--- config.mk ---
export PLATFORM = sky130hd
export DESIGN_NAME = alu_chunked
export DESIGN_NICKNAME = d
export VERILOG_FILES = /design/src/rtl/alu_chunked.sv
export SDC_FILE = /design/constraint.sdc
export NUM_CORES = 1
export LEC_CHECK = 0
export ABC_AREA = 1
export CELL_PAD_IN_SITES_DETAIL_PLACEMENT = 0
export CELL_PAD_IN_SITES_GLOBAL_PLACEMENT = 1
export CORE_ASPECT_RATIO = 1.4
export CORE_UTILIZATION = 43
export DETAILED_ROUTE_END_ITERATION = 10
export GPL_TIMING_DRIVEN = 0
export HOLD_SLACK_MARGIN = 0.02
export PLACE_DENSITY = 0.87
export SLEW_MARGIN = 20
export SYNTH_ARGS = -nofsm -noshare
export SYNTH_HDL_FRONTEND = slang
export SYNTH_SLANG_ARGS = --single-unit
--- constraint.sdc ---
create_clock -name clk -period 5.4 [get_ports clk]
set_input_delay 1.08 -clock clk [delete_from_list [all_inputs] [get_ports clk]]
set_output_delay 1.08 -clock clk [all_outputs]
set_load 0.005 [all_outputs]
--- src/rtl/alu_chunked.sv ---
`timescale 1ns/1ps
`default_nettype none
// ============================================================================
//  Module      : alu_chunked
//  Description : Chunk-serial ALU front end. One narrow bus and push-button
//                are shared between operand entry (A then B, LSB chunk
//                first, then shift amount, then function code) and result
//                display (one result chunk per press).
//                Optional flag logic is enabled by defining ALU_FLAGS_EN;
//                without it the flags output is tied to zero.
//  Revision    : 1.0  initial release
// ============================================================================
module alu_chunked #(
    parameter int DATA_W = 32,
    parameter int BUS_W  = 16
) (
    input  logic             clk,
    input  logic             rst,
    input  logic [BUS_W-1:0] in,
    input  logic             btn,
    output logic [BUS_W-1:0] out,
    output logic [2:0]       phase,
    output logic             valid,
    output logic [3:0]       flags
);

    localparam int CHUNKS = DATA_W / BUS_W;
    localparam int IDX_W  = (CHUNKS > 1) ? $clog2(CHUNKS) : 1;
    localparam int SH_W   = (DATA_W > 1) ? $clog2(DATA_W) : 1;

    localparam logic [IDX_W-1:0] c_LAST_IDX = IDX_W'(CHUNKS - 1);

    localparam logic [3:0] c_FN_ADD = 4'd0;
    localparam logic [3:0] c_FN_SUB = 4'd1;
    localparam logic [3:0] c_FN_AND = 4'd2;
    localparam logic [3:0] c_FN_OR  = 4'd3;
    localparam logic [3:0] c_FN_XOR = 4'd4;
    localparam logic [3:0] c_FN_NOT = 4'd5;
    localparam logic [3:0] c_FN_SLA = 4'd6;
    localparam logic [3:0] c_FN_SRA = 4'd7;
    localparam logic [3:0] c_FN_SRL = 4'd8;

    // Encodings double as the visible phase number
    typedef enum logic [2:0] {
        S_LOAD_A  = 3'd0,
        S_LOAD_B  = 3'd1,
        S_LOAD_SH = 3'd2,
        S_LOAD_FN = 3'd3,
        S_COMPUTE = 3'd4,
        S_SHOW    = 3'd5
    } state_t;

    state_t                        r_state;
    logic [IDX_W-1:0]              r_idx;
    logic [CHUNKS-1:0][BUS_W-1:0]  r_a;
    logic [CHUNKS-1:0][BUS_W-1:0]  r_b;
    logic [SH_W-1:0]               r_sh;
    logic [3:0]                    r_fn;
    logic [CHUNKS-1:0][BUS_W-1:0]  r_result;
    logic [BUS_W-1:0]              r_out;
    logic                          r_valid;
    logic                          r_btn_q;

    logic                          w_press;
    logic [IDX_W-1:0]              w_idx_inc;
    logic                          w_idx_last;
    logic [DATA_W-1:0]             w_a;
    logic [DATA_W-1:0]             w_b;
    logic [DATA_W-1:0]             w_result;

    // Rising edge of the (already debounced) button level
    assign w_press    = btn & ~r_btn_q;
    assign w_idx_inc  = r_idx + 1'b1;
    assign w_idx_last = (r_idx == c_LAST_IDX);
    assign w_a        = r_a;
    assign w_b        = r_b;

    // Result datapath, evaluated continuously and captured in COMPUTE
    always_comb begin
        w_result = '0;
        case (r_fn)
            c_FN_ADD: w_result = w_a + w_b;
            c_FN_SUB: w_result = w_a + ~w_b + 1'b1;
            c_FN_AND: w_result = w_a & w_b;
            c_FN_OR:  w_result = w_a | w_b;
            c_FN_XOR: w_result = w_a ^ w_b;
            c_FN_NOT: w_result = ~w_a;
            c_FN_SLA: w_result = w_a << r_sh;
            c_FN_SRA: w_result = $signed(w_a) >>> r_sh;
            c_FN_SRL: w_result = w_a >> r_sh;
            default:  w_result = '0;
        endcase
    end

`ifdef ALU_FLAGS_EN
    logic [3:0] r_flags;
    logic [3:0] w_flags;
    logic       w_carry;
    logic       w_ovf;
    logic       w_a_msb;
    logic       w_b_msb;
    logic       w_nb_msb;
    logic       w_r_msb;

    assign w_a_msb  = w_a[DATA_W-1];
    assign w_b_msb  = w_b[DATA_W-1];
    assign w_nb_msb = ~w_b[DATA_W-1];
    assign w_r_msb  = w_result[DATA_W-1];

    // Carry/overflow recovered from operand and result MSBs; shifts report
    // the last bit pushed out of the word
    always_comb begin
        w_carry = 1'b0;
        w_ovf   = 1'b0;
        case (r_fn)
            c_FN_ADD: begin
                w_carry = (w_a_msb & w_b_msb) | ((w_a_msb | w_b_msb) & ~w_r_msb);
                w_ovf   = (w_a_msb == w_b_msb) & (w_r_msb != w_a_msb);
            end
            c_FN_SUB: begin
                w_carry = (w_a_msb & w_nb_msb) | ((w_a_msb | w_nb_msb) & ~w_r_msb);
                w_ovf   = (w_a_msb != w_b_msb) & (w_r_msb != w_a_msb);
            end
            c_FN_SLA: begin
                if (r_sh != '0)
                    w_carry = w_a[SH_W'(DATA_W - int'(r_sh))];
            end
            c_FN_SRA, c_FN_SRL: begin
                if (r_sh != '0)
                    w_carry = w_a[r_sh - 1'b1];
            end
            default: begin
                w_carry = 1'b0;
                w_ovf   = 1'b0;
            end
        endcase
        w_flags = {w_r_msb, (w_result == '0), w_carry, w_ovf};
    end

    assign flags = r_flags;
`else
    assign flags = 4'b0000;
`endif

    // Phase sequencer: operand entry, one-cycle compute, chunked display
    always_ff @(posedge clk or posedge rst) begin
        if (rst) begin
            r_state  <= S_LOAD_A;
            r_idx    <= '0;
            r_a      <= '0;
            r_b      <= '0;
            r_sh     <= '0;
            r_fn     <= '0;
            r_result <= '0;
            r_out    <= '0;
            r_valid  <= 1'b0;
            // Treat the button as already down so a held button is no press
            r_btn_q  <= 1'b1;
`ifdef ALU_FLAGS_EN
            r_flags  <= 4'b0000;
`endif
        end else begin
            r_btn_q <= btn;
            case (r_state)
                S_LOAD_A: begin
                    if (w_press) begin
                        r_a[r_idx] <= in;
                        if (w_idx_last) begin
                            r_idx   <= '0;
                            r_state <= S_LOAD_B;
                        end else begin
                            r_idx <= w_idx_inc;
                        end
                    end
                end
                S_LOAD_B: begin
                    if (w_press) begin
                        r_b[r_idx] <= in;
                        if (w_idx_last) begin
                            r_idx   <= '0;
                            r_state <= S_LOAD_SH;
                        end else begin
                            r_idx <= w_idx_inc;
                        end
                    end
                end
                S_LOAD_SH: begin
                    if (w_press) begin
                        r_sh    <= in[SH_W-1:0];
                        r_state <= S_LOAD_FN;
                    end
                end
                S_LOAD_FN: begin
                    if (w_press) begin
                        r_fn    <= in[3:0];
                        r_state <= S_COMPUTE;
                    end
                end
                S_COMPUTE: begin
                    // Button is deliberately ignored here
                    r_result <= w_result;
`ifdef ALU_FLAGS_EN
                    r_flags  <= w_flags;
`endif
                    r_out    <= w_result[BUS_W-1:0];
                    r_valid  <= 1'b1;
                    r_idx    <= '0;
                    r_state  <= S_SHOW;
                end
                S_SHOW: begin
                    if (w_press) begin
                        if (w_idx_last) begin
                            r_idx   <= '0;
                            r_out   <= '0;
                            r_valid <= 1'b0;
                            r_state <= S_LOAD_A;
                        end else begin
                            r_idx <= w_idx_inc;
                            r_out <= r_result[w_idx_inc];
                        end
                    end
                end
                default: begin
                    r_idx   <= '0;
                    r_out   <= '0;
                    r_valid <= 1'b0;
                    r_state <= S_LOAD_A;
                end
            endcase
        end
    end

    assign out   = r_out;
    assign phase = r_state;
    assign valid = r_valid;

endmodule
`default_nettype wire

==> impl_results.html, run 1 <==
<table>
<tr><th>Metric</th><th>Value</th></tr>
<tr><th colspan="2">Synth</th></tr>
<tr><td>Mapped Area</td><td>13,900 sq um</td></tr>
<tr><td>Largest family of logic cells by synthesized area</td><td>simple AND/OR/NAND/NOR gates</td></tr>
<tr><td>Share of the synthesized area in compound gates (AO/OA/AOI/OAI)</td><td>0.1266</td></tr>
<tr><td>Post-synthesis share of cell area spent on and, or, nand and nor gates</td><td>0.4736</td></tr>
<tr><td>Syn_area_per_cell</td><td>5.671 sq um</td></tr>
<tr><td>Xor and xnor area share after synthesis</td><td>0.001260</td></tr>
<tr><td>Register bit total from synthesis</td><td>111</td></tr>
<tr><td>Share of the synthesized area in the top cell type</td><td>0.2328</td></tr>
<tr><td>Multiplexer area fraction after synthesis</td><td>0</td></tr>
<tr><td>Library cell occupying the most area in the post-synthesis netlist</td><td>nand2_1</td></tr>
<tr><td>Part of the Yosys area used for sequential elements</td><td>0.1999</td></tr>
<tr><td>Leading cell types by total area after synthesis</td><td>nand2_1, dfrtp_1, nand3_1, ha_1, inv_1</td></tr>
<tr><td>Distinct cell type count of the synthesized netlist</td><td>43</td></tr>
<tr><td>Gate Count Post-Synth</td><td>2,451</td></tr>
<tr><td>Share of synthesized cell area in full adder, half adder and majority cells</td><td>0.08839</td></tr>
<tr><td>Synth warn</td><td>0</td></tr>
<tr><th colspan="2">Worst setup path</th></tr>
<tr><td>Critical path startpoint category</td><td>flip-flop</td></tr>
<tr><td>Crit Path Max Fanout</td><td>8</td></tr>
<tr><td>Req. time, crit path</td><td>5700 ps</td></tr>
<tr><td>Source of the critical timing path</td><td>r_a[7]</td></tr>
<tr><td>Reg-to-reg setup timing slack</td><td>1870 ps</td></tr>
<tr><td>Worst Reg-to-Reg Cells</td><td>16</td></tr>
<tr><td>Worst flop-to-flop path startpoint</td><td>r_a[7]</td></tr>
<tr><td>Crit end category</td><td>flip-flop</td></tr>
<tr><td>Crit Path Class</td><td>flip-flop to flip-flop</td></tr>
<tr><td>Data arrival time of the worst path</td><td>3820 ps</td></tr>
<tr><th colspan="2">Floorplan</th></tr>
<tr><td>Starting density of the core</td><td>0.4386</td></tr>
<tr><td>Width of the die</td><td>154.0 microns</td></tr>
<tr><td>Area inside the core boundary</td><td>31,700 sq um</td></tr>
<tr><td>Die boundary height</td><td>214.7 microns</td></tr>
<tr><td>Overall die area</td><td>33,060 sq um</td></tr>
<tr><td>Placement row count</td><td>77</td></tr>
<tr><td>IO Pins</td><td>43</td></tr>
<tr><th colspan="2">Detailed routing</th></tr>
<tr><td>Routed Wire Length</td><td>75,410 microns</td></tr>
<tr><td>Pre-antenna DRT Iters</td><td>6</td></tr>
<tr><td>Remaining antenna violation count</td><td>0</td></tr>
<tr><td>Residual DRC</td><td>0</td></tr>
<tr><td>Via count</td><td>17,588</td></tr>
<tr><td>Violation count after the first detailed-route iteration</td><td>2,121</td></tr>
<tr><td>Average detailed-routed wire length per instance</td><td>25.97 microns</td></tr>
<tr><td>Vias per std cell</td><td>6.056</td></tr>
<tr><th colspan="2">STA</th></tr>
<tr><td>Worst slew margin relative to its limit</td><td>0.3609</td></tr>
<tr><td>RSZ-0062 raised after global routing</td><td>false</td></tr>
<tr><td>Fin Setup TNS</td><td>0 ps</td></tr>
<tr><td>Max-slew violation count</td><td>0</td></tr>
<tr><td>Finish-stage setup viols</td><td>0</td></tr>
<tr><td>Maximum clock rate</td><td>0.2835 GHz</td></tr>
<tr><td>Slew @ Worst Pin</td><td>958.7 ps</td></tr>
<tr><td>Minimum clock period after layout</td><td>3527 ps</td></tr>
<tr><td>Setup skew after layout</td><td>18.45 ps</td></tr>
<tr><td>Hold Vio Cnt, Final</td><td>0</td></tr>
<tr><td>Final period utilization</td><td>0.6532</td></tr>
<tr><th colspan="2">Clock network</th></tr>
<tr><td># resized after CTS</td><td>0</td></tr>
<tr><td>Clock buffer count from CTS</td><td>9</td></tr>
<tr><td>Worst skew pair latency</td><td>400 ps</td></tr>
<tr><td>Root buffer selected by CTS</td><td>clkbuf_16</td></tr>
<tr><td>Number of setup buffers added after CTS</td><td>0</td></tr>
<tr><td>Clock transition at path regs</td><td>90 ps</td></tr>
<tr><td>Clk sink count</td><td>111</td></tr>
<tr><td>CTS tree</td><td>yes</td></tr>
<tr><td># hold bufs at CTS</td><td>0</td></tr>
<tr><td>Number of H-tree branching levels</td><td>3</td></tr>
<tr><td>Maximum buffer depth of the clock tree</td><td>2</td></tr>
<tr><th colspan="2">Cells and area</th></tr>
<tr><td>Register area</td><td>2779 sq um</td></tr>
<tr><td>Antenna Diode Count</td><td>0</td></tr>
<tr><td>Fin nets</td><td>2,620</td></tr>
<tr><td>Fraction of final layout cells sized beyond drive strength 1</td><td>0.04942</td></tr>
<tr><td>Final cell count without fillers</td><td>2,904</td></tr>
<tr><td>Filler cell count</td><td>3,591</td></tr>
<tr><td>Area of combinational cells with multiple inputs</td><td>9604 sq um</td></tr>
<tr><td>Post-synthesis to final-layout area growth</td><td>8.731%</td></tr>
<tr><th colspan="2">GRT</th></tr>
<tr><td>Wire length of the first global-routing pass</td><td>109,800 microns</td></tr>
<tr><td>Global route overflow</td><td>0</td></tr>
<tr><td>Number of global-route vias before repair</td><td>16,918</td></tr>
<tr><td>Largest net degree at the start of global routing</td><td>82</td></tr>
<tr><td>Number of antenna violations at the first check in global routing</td><td>4</td></tr>
<tr><td>Total GRT Usage</td><td>0.4655</td></tr>
<tr><th colspan="2">Hold path</th></tr>
<tr><td>Class of the worst hold path</td><td>flip-flop to flip-flop</td></tr>
<tr><td>Launch instance of the worst min-delay path</td><td>out[11]</td></tr>
<tr><td>Worst hold path cell count</td><td>2</td></tr>
<tr><th colspan="2">Placed design</th></tr>
<tr><td>Number of placed cells counting well taps</td><td>2,888</td></tr>
<tr><td>Hpwl dp</td><td>60,450 microns</td></tr>
<tr><td>I/O Buffers</td><td>38</td></tr>
<tr><td>Weighted congestion at the end of routability-driven global placement</td><td>1.139</td></tr>
<tr><th colspan="2">Job</th></tr>
<tr><td>Max-cap violation count</td><td>0</td></tr>
<tr><th colspan="2">Run status</th></tr>
<tr><td>Status</td><td>finished clean</td></tr>
</table>
==> synth_stat cells (all sizes together) <==
cell	n
o21a	4
o21bai	7
clkbuf	33
xor2	2
nand2	866
clkinv	4
o211ai	8
fa	2
buf	80
nor3	36
nand3b	6
o22ai	37
o221ai	1
a21oi	93
and2	14
o211a	1
ha	95
o21ai	169
dfrtp	110
o2111ai	2
nand4	40
dfstp	1
inv	251
nand3	391
conb	1
a21boi	2
o31ai	1
nor4	5
nor2	185
or2	4
==> logic make-up (layout without fill, tap and decap cells) <==
family,count (synthesis),in the layout
AOI/OAI and AO/OA,325,325
xor gates and xnor gates,2,2
adders and majority gates,97,97
buffers and inverters,368,423
DFF,111,111
other,1,4
and+or+nand+nor,1547,1547
==> path summary, 6_finish.rpt <==
kind | endpoint
hold / removal | out[11]
max in group asynchronous | r_btn_q
setup reg to reg | out[12]
hold reg to reg | out[11]
min in group asynchronous | r_a[5]
setup / recovery | out[12]
==> cell usage in the layout (no fill, tap or decap), types with 3 or more instances in the layout <==
cell             count
nand2_1            862
nand3_1            391
inv_1              242
nor2_1             176
o21ai_0            156
dfrtp_1            110
ha_1                95
a21oi_1             89
buf_2               58
nand4_1             40
clkdlybuf4s50_1     38
o22ai_1             37
nor3_1              35
clkbuf_1            32
buf_4               15
and2_1              14
o21ai_1             13
clkbuf_16            9
o211ai_1             8
inv_2                7
o21bai_1             7
nand3b_1             6
buf_1                5
nor2_4               5
nor4_1               5
inv_6                5
a21oi_2              4
clkinv_1             4
nor2_2               4
nand2_2              4
o21a_1               4
conb_1               4
or2_2                3
==> per-layer routing <==
layer,vias up,GRT usage,part of all wire
li1,8105,-,-
met1,8065,0.5042,0.34
met2,1040,0.7341,0.44
met3,370,0.1194,0.099
met4,8,0.4493,0.11
met5,-,0,0.00073
==> registers in the layout (all words and copies together) (netlist names) <==
signal and flops:
r_idx 1, r_btn_q 1, valid 1, r_sh 5, r_fn 4, r_b 32
r_result 16, r_a 32, phase 3, out 16
==> critical path, stage by stage (launching register included) <==
cell and delay (ps):
dfrtp_1 570, inv_1 190, ha_1 310, buf_2 200
nand2_1 160, nor2_1 300, nand3_1 120, nand3_1 330
nand2_1 90, nand2_1 70, o21ai_0 70, nor2_1 600
nand2_1 160, nand2_1 100, nand2_1 50, nand2_1 50
nand2_1 50
==> per-stage QoR <==
step	setup slack, ps	utilization	hold slack (ps)	cell area (sq um)
3_5_place_dp	2109	0.4675	465.4	14820
4_1_cts	2227	0.4768	488.1	15110
2_1_floorplan	1391	-	449.2	13910
6_report	1873	0.4768	486.4	15110
5_1_grt	1797	0.4768	512.6	15110
3_3_place_gp	-328.7	0.4665	464.3	14790
==> layout make-up <==
cell class	instances	share of cell area
buffer	113	0.03767
tap	395	0.03270
clock buffer	9	0.01490
inverter	255	0.06382
clock inverter	7	0.004636
timing repair buffer	39	0.02699
sequential	111	0.1839
multi-input combinational	1975	0.6354
Power of run 1 is not shown: default switching activity piles up to over one toggle a cycle in this logic, so the estimate is an artifact.
==> run 2: changes to the inputs <==
CORE_UTILIZATION = 40   (was 43)
PLACE_DENSITY = 0.85   (was 0.87)
clock period = 3.2 ns   (was 5.4 ns; I/O delays follow)
==> impl_results.html, run 2 (synthesis results as in run 1) <==
<table>
<tr><th>Metric</th><th>Value</th></tr>
<tr><th colspan="2">Run status</th></tr>
<tr><td>Status</td><td>finished clean</td></tr>
<tr><th colspan="2">Floorplan</th></tr>
<tr><td>IO Pins</td><td>43</td></tr>
<tr><td>Area inside the core boundary</td><td>34,130 sq um</td></tr>
<tr><td>Die boundary height</td><td>222.6 microns</td></tr>
<tr><td>Starting density of the core</td><td>0.4073</td></tr>
<tr><td>Placement row count</td><td>80</td></tr>
<tr><td>Overall die area</td><td>35,510 sq um</td></tr>
<tr><td>Width of the die</td><td>159.6 microns</td></tr>
<tr><th colspan="2">Placed design</th></tr>
<tr><td>Worst slack at placement</td><td>-137.7 ps</td></tr>
<tr><td>Weighted congestion at the end of routability-driven global placement</td><td>1.167</td></tr>
<tr><td>I/O Buffers</td><td>38</td></tr>
<tr><td>Hpwl dp</td><td>63,990 microns</td></tr>
<tr><th colspan="2">Detailed routing</th></tr>
<tr><td>Violation count after the first detailed-route iteration</td><td>1,960</td></tr>
<tr><td>Vias per std cell</td><td>6.018</td></tr>
<tr><td>Average detailed-routed wire length per instance</td><td>26.65 microns</td></tr>
<tr><td>Via count</td><td>17,830</td></tr>
<tr><td>Pre-antenna DRT Iters</td><td>6</td></tr>
<tr><td>Residual DRC</td><td>0</td></tr>
<tr><td>Routed Wire Length</td><td>78,980 microns</td></tr>
<tr><td>Remaining antenna violation count</td><td>0</td></tr>
<tr><th colspan="2">Cells and area</th></tr>
<tr><td>Fraction of final layout cells sized beyond drive strength 1</td><td>0.06014</td></tr>
<tr><td>Most frequent standard cell in the layout excluding fill and tap cells</td><td>nand2_1</td></tr>
<tr><td>Largest registers</td><td>r_a (32), r_b (32)</td></tr>
<tr><td>Fin nets</td><td>2,622</td></tr>
<tr><td>Most used cells in the layout excluding fill and tap cells</td><td>nand2_1, nand3_1, inv_1</td></tr>
<tr><td>Filler cell count</td><td>3,847</td></tr>
<tr><td>Post-synthesis to final-layout area growth</td><td>10.25%</td></tr>
<tr><td>Fraction of the core area covered by cells at the end of the flow</td><td>0.4490</td></tr>
<tr><th colspan="2">GRT</th></tr>
<tr><td>Number of global-route vias before repair</td><td>17,208</td></tr>
<tr><td>Number of antenna violations at the first check in global routing</td><td>3</td></tr>
<tr><td>Global route overflow</td><td>0</td></tr>
<tr><td>Total GRT Usage</td><td>0.4512</td></tr>
<tr><td>Wire length of the first global-routing pass</td><td>114,600 microns</td></tr>
<tr><td>Largest net degree at the start of global routing</td><td>36</td></tr>
<tr><th colspan="2">Clock network</th></tr>
<tr><td>CTS tree</td><td>yes</td></tr>
<tr><td>Root buffer selected by CTS</td><td>clkbuf_16</td></tr>
<tr><td>Clock transition at path regs</td><td>90 ps</td></tr>
<tr><td>Worst skew pair latency</td><td>400 ps</td></tr>
<tr><td>Clk sink count</td><td>111</td></tr>
<tr><td>Number of H-tree branching levels</td><td>3</td></tr>
<tr><td>Clock buffer count from CTS</td><td>9</td></tr>
<tr><td>Maximum buffer depth of the clock tree</td><td>2</td></tr>
<tr><td>Number of setup buffers added after CTS</td><td>0</td></tr>
<tr><th colspan="2">STA</th></tr>
<tr><td>Finish-stage setup viols</td><td>0</td></tr>
<tr><td>Maximum clock rate</td><td>0.3155 GHz</td></tr>
<tr><td>Worst slew margin relative to its limit</td><td>0.4008</td></tr>
<tr><td>Slew @ Worst Pin</td><td>898.8 ps</td></tr>
<tr><td>Hold Vio Cnt, Final</td><td>0</td></tr>
<tr><td>Setup skew after layout</td><td>14.48 ps</td></tr>
<tr><td>Max-slew violation count</td><td>0</td></tr>
<tr><td>RSZ-0062 raised after global routing</td><td>false</td></tr>
<tr><td>Final setup slack of the worst path</td><td>30.77 ps</td></tr>
<tr><td>Final period utilization</td><td>0.9904</td></tr>
<tr><td>Minimum clock period after layout</td><td>3169 ps</td></tr>
<tr><th colspan="2">Worst setup path</th></tr>
<tr><td>Data arrival time of the worst path</td><td>3460 ps</td></tr>
<tr><td>Critical path startpoint category</td><td>flip-flop</td></tr>
<tr><td>Crit Path Class</td><td>flip-flop to flip-flop</td></tr>
<tr><td>Crit Path Max Fanout</td><td>10</td></tr>
<tr><td>Req. time, crit path</td><td>3490 ps</td></tr>
<tr><td>Crit end category</td><td>flip-flop</td></tr>
<tr><th colspan="2">Hold path</th></tr>
<tr><td>Class of the worst hold path</td><td>flip-flop to flip-flop</td></tr>
<tr><th colspan="2">Job</th></tr>
<tr><td>Max-cap violation count</td><td>0</td></tr>
</table>
## run 2: cell count changes in the layout (fill, tap and decap cells not counted), moves of 3 or more
cell	delta
dfrtp_1	-9
dfrtp_2	+9
inv_6	-4
nor2_1	-8
nor2_2	+5
nor2_4	+3
## run 2: through the flow
step | setup TNS (ps) | cell area [sq um] | hold WS (ps) | instances
detailed placement | -169.5 | 14930 | 465.3 | 2946
floorplan | 0 | 13920 | 449.2 | 2454
finish | 0 | 15330 | 484.7 | 2963
global placement | -144.5 | 14860 | 461.9 | 2943
CTS | 0 | 15240 | 488.1 | 2962
global route | 0 | 15320 | 505.5 | 2962
## run 2: layer usage
metal / vias up / share of wire / GRT usage
li1: 8116 / - / -
met1: 8268 / 0.34 / 0.4759
met2: 1070 / 0.45 / 0.7291
met3: 374 / 0.087 / 0.09763
met4: 2 / 0.12 / 0.4625
met5: - / 0.00018 / 0.001377
## run 2: what timing repair did
| action | CTS | global route |
|---|---|---|
| hold buffers | 0 | 0 |
| gates cloned | 0 | 0 |
| resized for setup | 2 | 29 |
| endpoints found under the setup margin | 2 | 19 |
| pin swaps | 0 | 1 |
## run 2: layout make-up
class | instances | area [sq um] | area share
Antenna cell | 1 | 2.502 | 0.0001633
Timing Repair Buffer | 41 | 447.9 | 0.02923
Clock buffer | 9 | 225.2 | 0.01470
Buffer | 113 | 569.3 | 0.03715
Multi-Input combinational cell | 1975 | 9677 | 0.6314
Sequential cell | 111 | 2790 | 0.1821
Tap cell | 451 | 564.3 | 0.03682
Clock inverter | 7 | 83.83 | 0.005470
Inverter | 255 | 965.9 | 0.06303
## run 2: worst paths after layout
check	from	endpoint	slack (ps)	cells past startpoint
max in group asynchronous	rst	r_btn_q	1620	4
setup reg to reg	r_a[18]	r_result[31]	30	13
setup / recovery	r_a[18]	r_result[31]	30	13
min in group asynchronous	rst	r_b[5]	670	2
hold reg to reg	out[11]	out[11]	480	2
hold / removal	out[11]	out[11]	480	2
## run 2: worst max-delay path, stage by stage (launching register included)
cell	delay, ps
dfrtp_1	630
inv_1	120
ha_1	330
buf_2	230
a21oi_1	390
o21ai_0	420
nand2_1	150
nand2_1	70
a21oi_1	320
nand3_1	120
nand3_1	90
nand3_1	80
nand2_1	80
nand2_1	50
Power of run 2 is left out for the same reason.
==> run 3: changes to the inputs <==
ABC_AREA = not set   (was 1)
CORE_UTILIZATION = 43   (was 40)
DONT_BUFFER_PORTS = 1   (was not set)
PLACE_DENSITY = 0.82   (was 0.85)
==> impl_results.html, run 3 <==
<table>
<tr><th>Metric</th><th>Value</th></tr>
<tr><th colspan="2">Detailed routing</th></tr>
<tr><td>Vias per std cell</td><td>7.008</td></tr>
<tr><td>Routed wire length on met3</td><td>7971 microns</td></tr>
<tr><td>Met1 Routed Length</td><td>25,050 microns</td></tr>
<tr><td>Via count</td><td>15,242</td></tr>
<tr><td>Pre-antenna DRT Iters</td><td>8</td></tr>
<tr><td>Residual DRC</td><td>0</td></tr>
<tr><td>Average detailed-routed wire length per instance</td><td>34.51 microns</td></tr>
<tr><td>Routed Wire Length</td><td>75,070 microns</td></tr>
<tr><td>Violation count after the first detailed-route iteration</td><td>1,826</td></tr>
<tr><td>Highest metal used</td><td>met4</td></tr>
<tr><td>Detailed-routed wire length on met2</td><td>33,060 microns</td></tr>
<tr><td>Remaining antenna violation count</td><td>0</td></tr>
<tr><th colspan="2">Floorplan</th></tr>
<tr><td>Width of the die</td><td>148.2 microns</td></tr>
<tr><td>Die boundary height</td><td>206.7 microns</td></tr>
<tr><td>Starting density of the core</td><td>0.4384</td></tr>
<tr><td>Area inside the core boundary</td><td>29,350 sq um</td></tr>
<tr><td>IO Pins</td><td>43</td></tr>
<tr><td>Overall die area</td><td>30,630 sq um</td></tr>
<tr><td>Placement row count</td><td>74</td></tr>
<tr><th colspan="2">STA</th></tr>
<tr><td>Max-slew violation count</td><td>0</td></tr>
<tr><td>Final setup slack of the worst path</td><td>-363.3 ps</td></tr>
<tr><td>Maximum clock rate</td><td>0.2806 GHz</td></tr>
<tr><td>Setup skew after layout</td><td>19.02 ps</td></tr>
<tr><td>Final period utilization</td><td>1.114</td></tr>
<tr><td>Worst slew margin relative to its limit</td><td>0.1892</td></tr>
<tr><td>Final Hold Slack</td><td>114.3 ps</td></tr>
<tr><td>RSZ-0062 raised after global routing</td><td>true</td></tr>
<tr><td>Minimum clock period after layout</td><td>3563 ps</td></tr>
<tr><td>Hold Vio Cnt, Final</td><td>0</td></tr>
<tr><td>Slew @ Worst Pin</td><td>1207 ps</td></tr>
<tr><td>Finish-stage setup viols</td><td>17</td></tr>
<tr><th colspan="2">Worst setup path</th></tr>
<tr><td>Source of the critical timing path</td><td>r_a[0]</td></tr>
<tr><td>Crit Path Class</td><td>flip-flop to flip-flop</td></tr>
<tr><td>Critical path startpoint category</td><td>flip-flop</td></tr>
<tr><td>Reg-to-reg setup timing slack</td><td>-360 ps</td></tr>
<tr><td>Worst flop-to-flop path startpoint</td><td>r_a[0]</td></tr>
<tr><td>Worst path slowest cell</td><td>o41ai_4</td></tr>
<tr><td>Worst Reg-to-Reg Cells</td><td>15</td></tr>
<tr><td>Crit end category</td><td>flip-flop</td></tr>
<tr><td>Largest incremental delay on the critical path</td><td>520 ps</td></tr>
<tr><td>Critical-path cell list</td><td>clkbuf_8 &gt; inv_4 &gt; ha_4 &gt; fa_2 &gt; o21bai_4 &gt; a221oi_4 &gt; a2111oi_4 &gt; o41ai_4 &gt; o21ai_2 &gt; a211oi_2 &gt; buf_4 &gt; nor2_2 &gt; mux2i_1 &gt; o221ai_2 &gt; a22o_1</td></tr>
<tr><td>Critical register-to-register path endpoint</td><td>r_result[20]</td></tr>
<tr><td>End point of the critical path</td><td>r_result[20]</td></tr>
<tr><td>Data arrival time of the worst path</td><td>3860 ps</td></tr>
<tr><td>Req. time, crit path</td><td>3500 ps</td></tr>
<tr><td>Crit Path Max Fanout</td><td>3</td></tr>
<tr><th colspan="2">Job</th></tr>
<tr><td>Max-cap violation count</td><td>0</td></tr>
<tr><th colspan="2">Clock network</th></tr>
<tr><td>Root buffer selected by CTS</td><td>clkbuf_16</td></tr>
<tr><td>Clk sink count</td><td>111</td></tr>
<tr><td># hold bufs at CTS</td><td>0</td></tr>
<tr><td>Number of H-tree branching levels</td><td>3</td></tr>
<tr><td>Clock buffer count from CTS</td><td>9</td></tr>
<tr><td>Clock transition at path regs</td><td>90 ps</td></tr>
<tr><td>Worst skew pair latency</td><td>400 ps</td></tr>
<tr><td>CTS tree</td><td>yes</td></tr>
<tr><td>Maximum buffer depth of the clock tree</td><td>2</td></tr>
<tr><th colspan="2">Run status</th></tr>
<tr><td>Status</td><td>finished, violations left</td></tr>
<tr><td>Failing checks</td><td>negative setup slack</td></tr>
<tr><th colspan="2">Synth</th></tr>
<tr><td>Distinct cell type count of the synthesized netlist</td><td>80</td></tr>
<tr><td>Library cell occupying the most area in the post-synthesis netlist</td><td>dfrtp_1</td></tr>
<tr><td>Part of the Yosys area used for sequential elements</td><td>0.2159</td></tr>
<tr><td>Share of the synthesized area in the top cell type</td><td>0.2139</td></tr>
<tr><td>List of most frequent post-synthesis cells</td><td>nand2_1, nor2_1, a21oi_1</td></tr>
<tr><td>Gate Count Post-Synth</td><td>1,672</td></tr>
<tr><td>Fraction of synthesis flops using an asynchronous set or reset pin</td><td>1.000</td></tr>
<tr><td>Synth warn</td><td>0</td></tr>
<tr><td>Mapped Area</td><td>12,870 sq um</td></tr>
<tr><td>Register bit total from synthesis</td><td>111</td></tr>
<tr><td>Leading cell types by total area after synthesis</td><td>dfrtp_1, ha_1, mux2_2, nand2_1, a21oi_1</td></tr>
<tr><td>Syn_area_per_cell</td><td>7.697 sq um</td></tr>
<tr><td>Main flop type after synthesis</td><td>dfrtp_1</td></tr>
<tr><td>Post-synth EDFFs</td><td>0</td></tr>
<tr><td>Most frequent cell after synthesis</td><td>nand2_1</td></tr>
<tr><th colspan="2">Hold path</th></tr>
<tr><td>Class of the worst hold path</td><td>primary input to asynchronous set/reset pin</td></tr>
<tr><th colspan="2">Cells and area</th></tr>
<tr><td>Antenna Diode Count</td><td>0</td></tr>
<tr><td>Largest registers</td><td>r_a (32), r_b (32)</td></tr>
<tr><td>Most frequent standard cell in the layout excluding fill and tap cells</td><td>nand2_1</td></tr>
<tr><td>Fraction of final layout cells sized beyond drive strength 1</td><td>0.2847</td></tr>
<tr><td>Post-synthesis to final-layout area growth</td><td>23.86%</td></tr>
<tr><td>Fin nets</td><td>1,906</td></tr>
<tr><td>Most used cells in the layout excluding fill and tap cells</td><td>nand2_1, nor2_1, a21oi_1</td></tr>
<tr><th colspan="2">Placed design</th></tr>
<tr><td>I/O Buffers</td><td>0</td></tr>
<tr><td>Hpwl dp</td><td>55,960 microns</td></tr>
<tr><td>Weighted congestion at the end of routability-driven global placement</td><td>1.112</td></tr>
<tr><th colspan="2">GRT</th></tr>
<tr><td>Largest net degree at the start of global routing</td><td>35</td></tr>
<tr><td>Wire length of the first global-routing pass</td><td>105,800 microns</td></tr>
<tr><td>Global route overflow</td><td>0</td></tr>
<tr><td>Total GRT Usage</td><td>0.4955</td></tr>
<tr><td>Number of global-route vias before repair</td><td>14,599</td></tr>
<tr><td>Number of antenna violations at the first check in global routing</td><td>4</td></tr>
</table>
[run 3: cell types whose count changed after synthesis, moves of 33 or more]
cell	delta
inv_1	-143
clkbuf_1	+68
nand4_1	-33
nand3_1	-357
mux2_2	+81
a21oi_1	+44
buf_2	-46
mux2i_1	+62
nand2_1	-674
[run 3: worst max-delay path: cells and delay by family (launching register included)]
kind,cells,cell delay [ps]
and+or+nand+nor,1,30
adders and majority gates,2,380
DFF,1,420
AOI/OAI and AO/OA,8,2020
muxes,1,210
buffers and inverters,3,400
[run 3: routing by layer]
layer | GRT usage | vias up
li1 | - | 6348
met1 | 0.5256 | 7336
met2 | 0.7849 | 1117
met3 | 0.1455 | 441
met4 | 0.4790 | 0
met5 | 0 | -
[run 3: cells by family after synthesis]
group / count (synthesis) / share of synthesized area
xor gates and xnor gates: 6 / 0.004084
muxes: 162 / 0.1524
and+or+nand+nor: 513 / 0.1751
adders and majority gates: 97 / 0.09548
other: 1 / 0.0002914
DFF: 111 / 0.2159
AOI/OAI and AO/OA: 547 / 0.2856
buffers and inverters: 235 / 0.07117
[run 3: repair_timing]
action	4_1_cts	5_1_grt
buffers inserted	48	58
resized for setup	219	190
pin swaps	47	59
setup endpoints to repair	32	31
[run 3: final cells by class]
type	count	area (sq um)
Buffer	124	703.2
Tap cell	380	475.5
Clock inverter	6	58.81
Fill cell	2857	13410
Inverter	102	400.4
Clock buffer	10	239.0
Sequential cell	111	2828
Timing Repair Buffer	113	928.4
Multi-Input combinational cell	1329	10310
[run 3: through the flow]
step	utilization	setup TNS, ps	area [sq um]	setup WS (ps)	cells
after floorplan	-	0	12910	4.144	1675
after global placement	0.4562	-33040	13390	-1739	2055
after detailed placement	0.4604	-28010	13510	-1651	2063
after CTS	0.5049	-2394	14820	-301.7	2122
after global routing	0.5431	-3576	15940	-393.4	2175
final	0.5431	-2750	15940	-363.3	2175
[run 3: worst min-delay path by stage]
stage,slack (ps),from,cells past startpoint,end
after CTS,120,rst,1,r_b[6]
after global routing,140,rst,1,r_b[6]
after global placement,470,r_result[21],2,r_result[21]
after detailed placement,470,r_result[28],2,r_result[28]
after floorplan,450,r_result[28],2,r_result[28]
final,110,rst,1,r_b[6]
Power of run 3 is left out for the same reason.
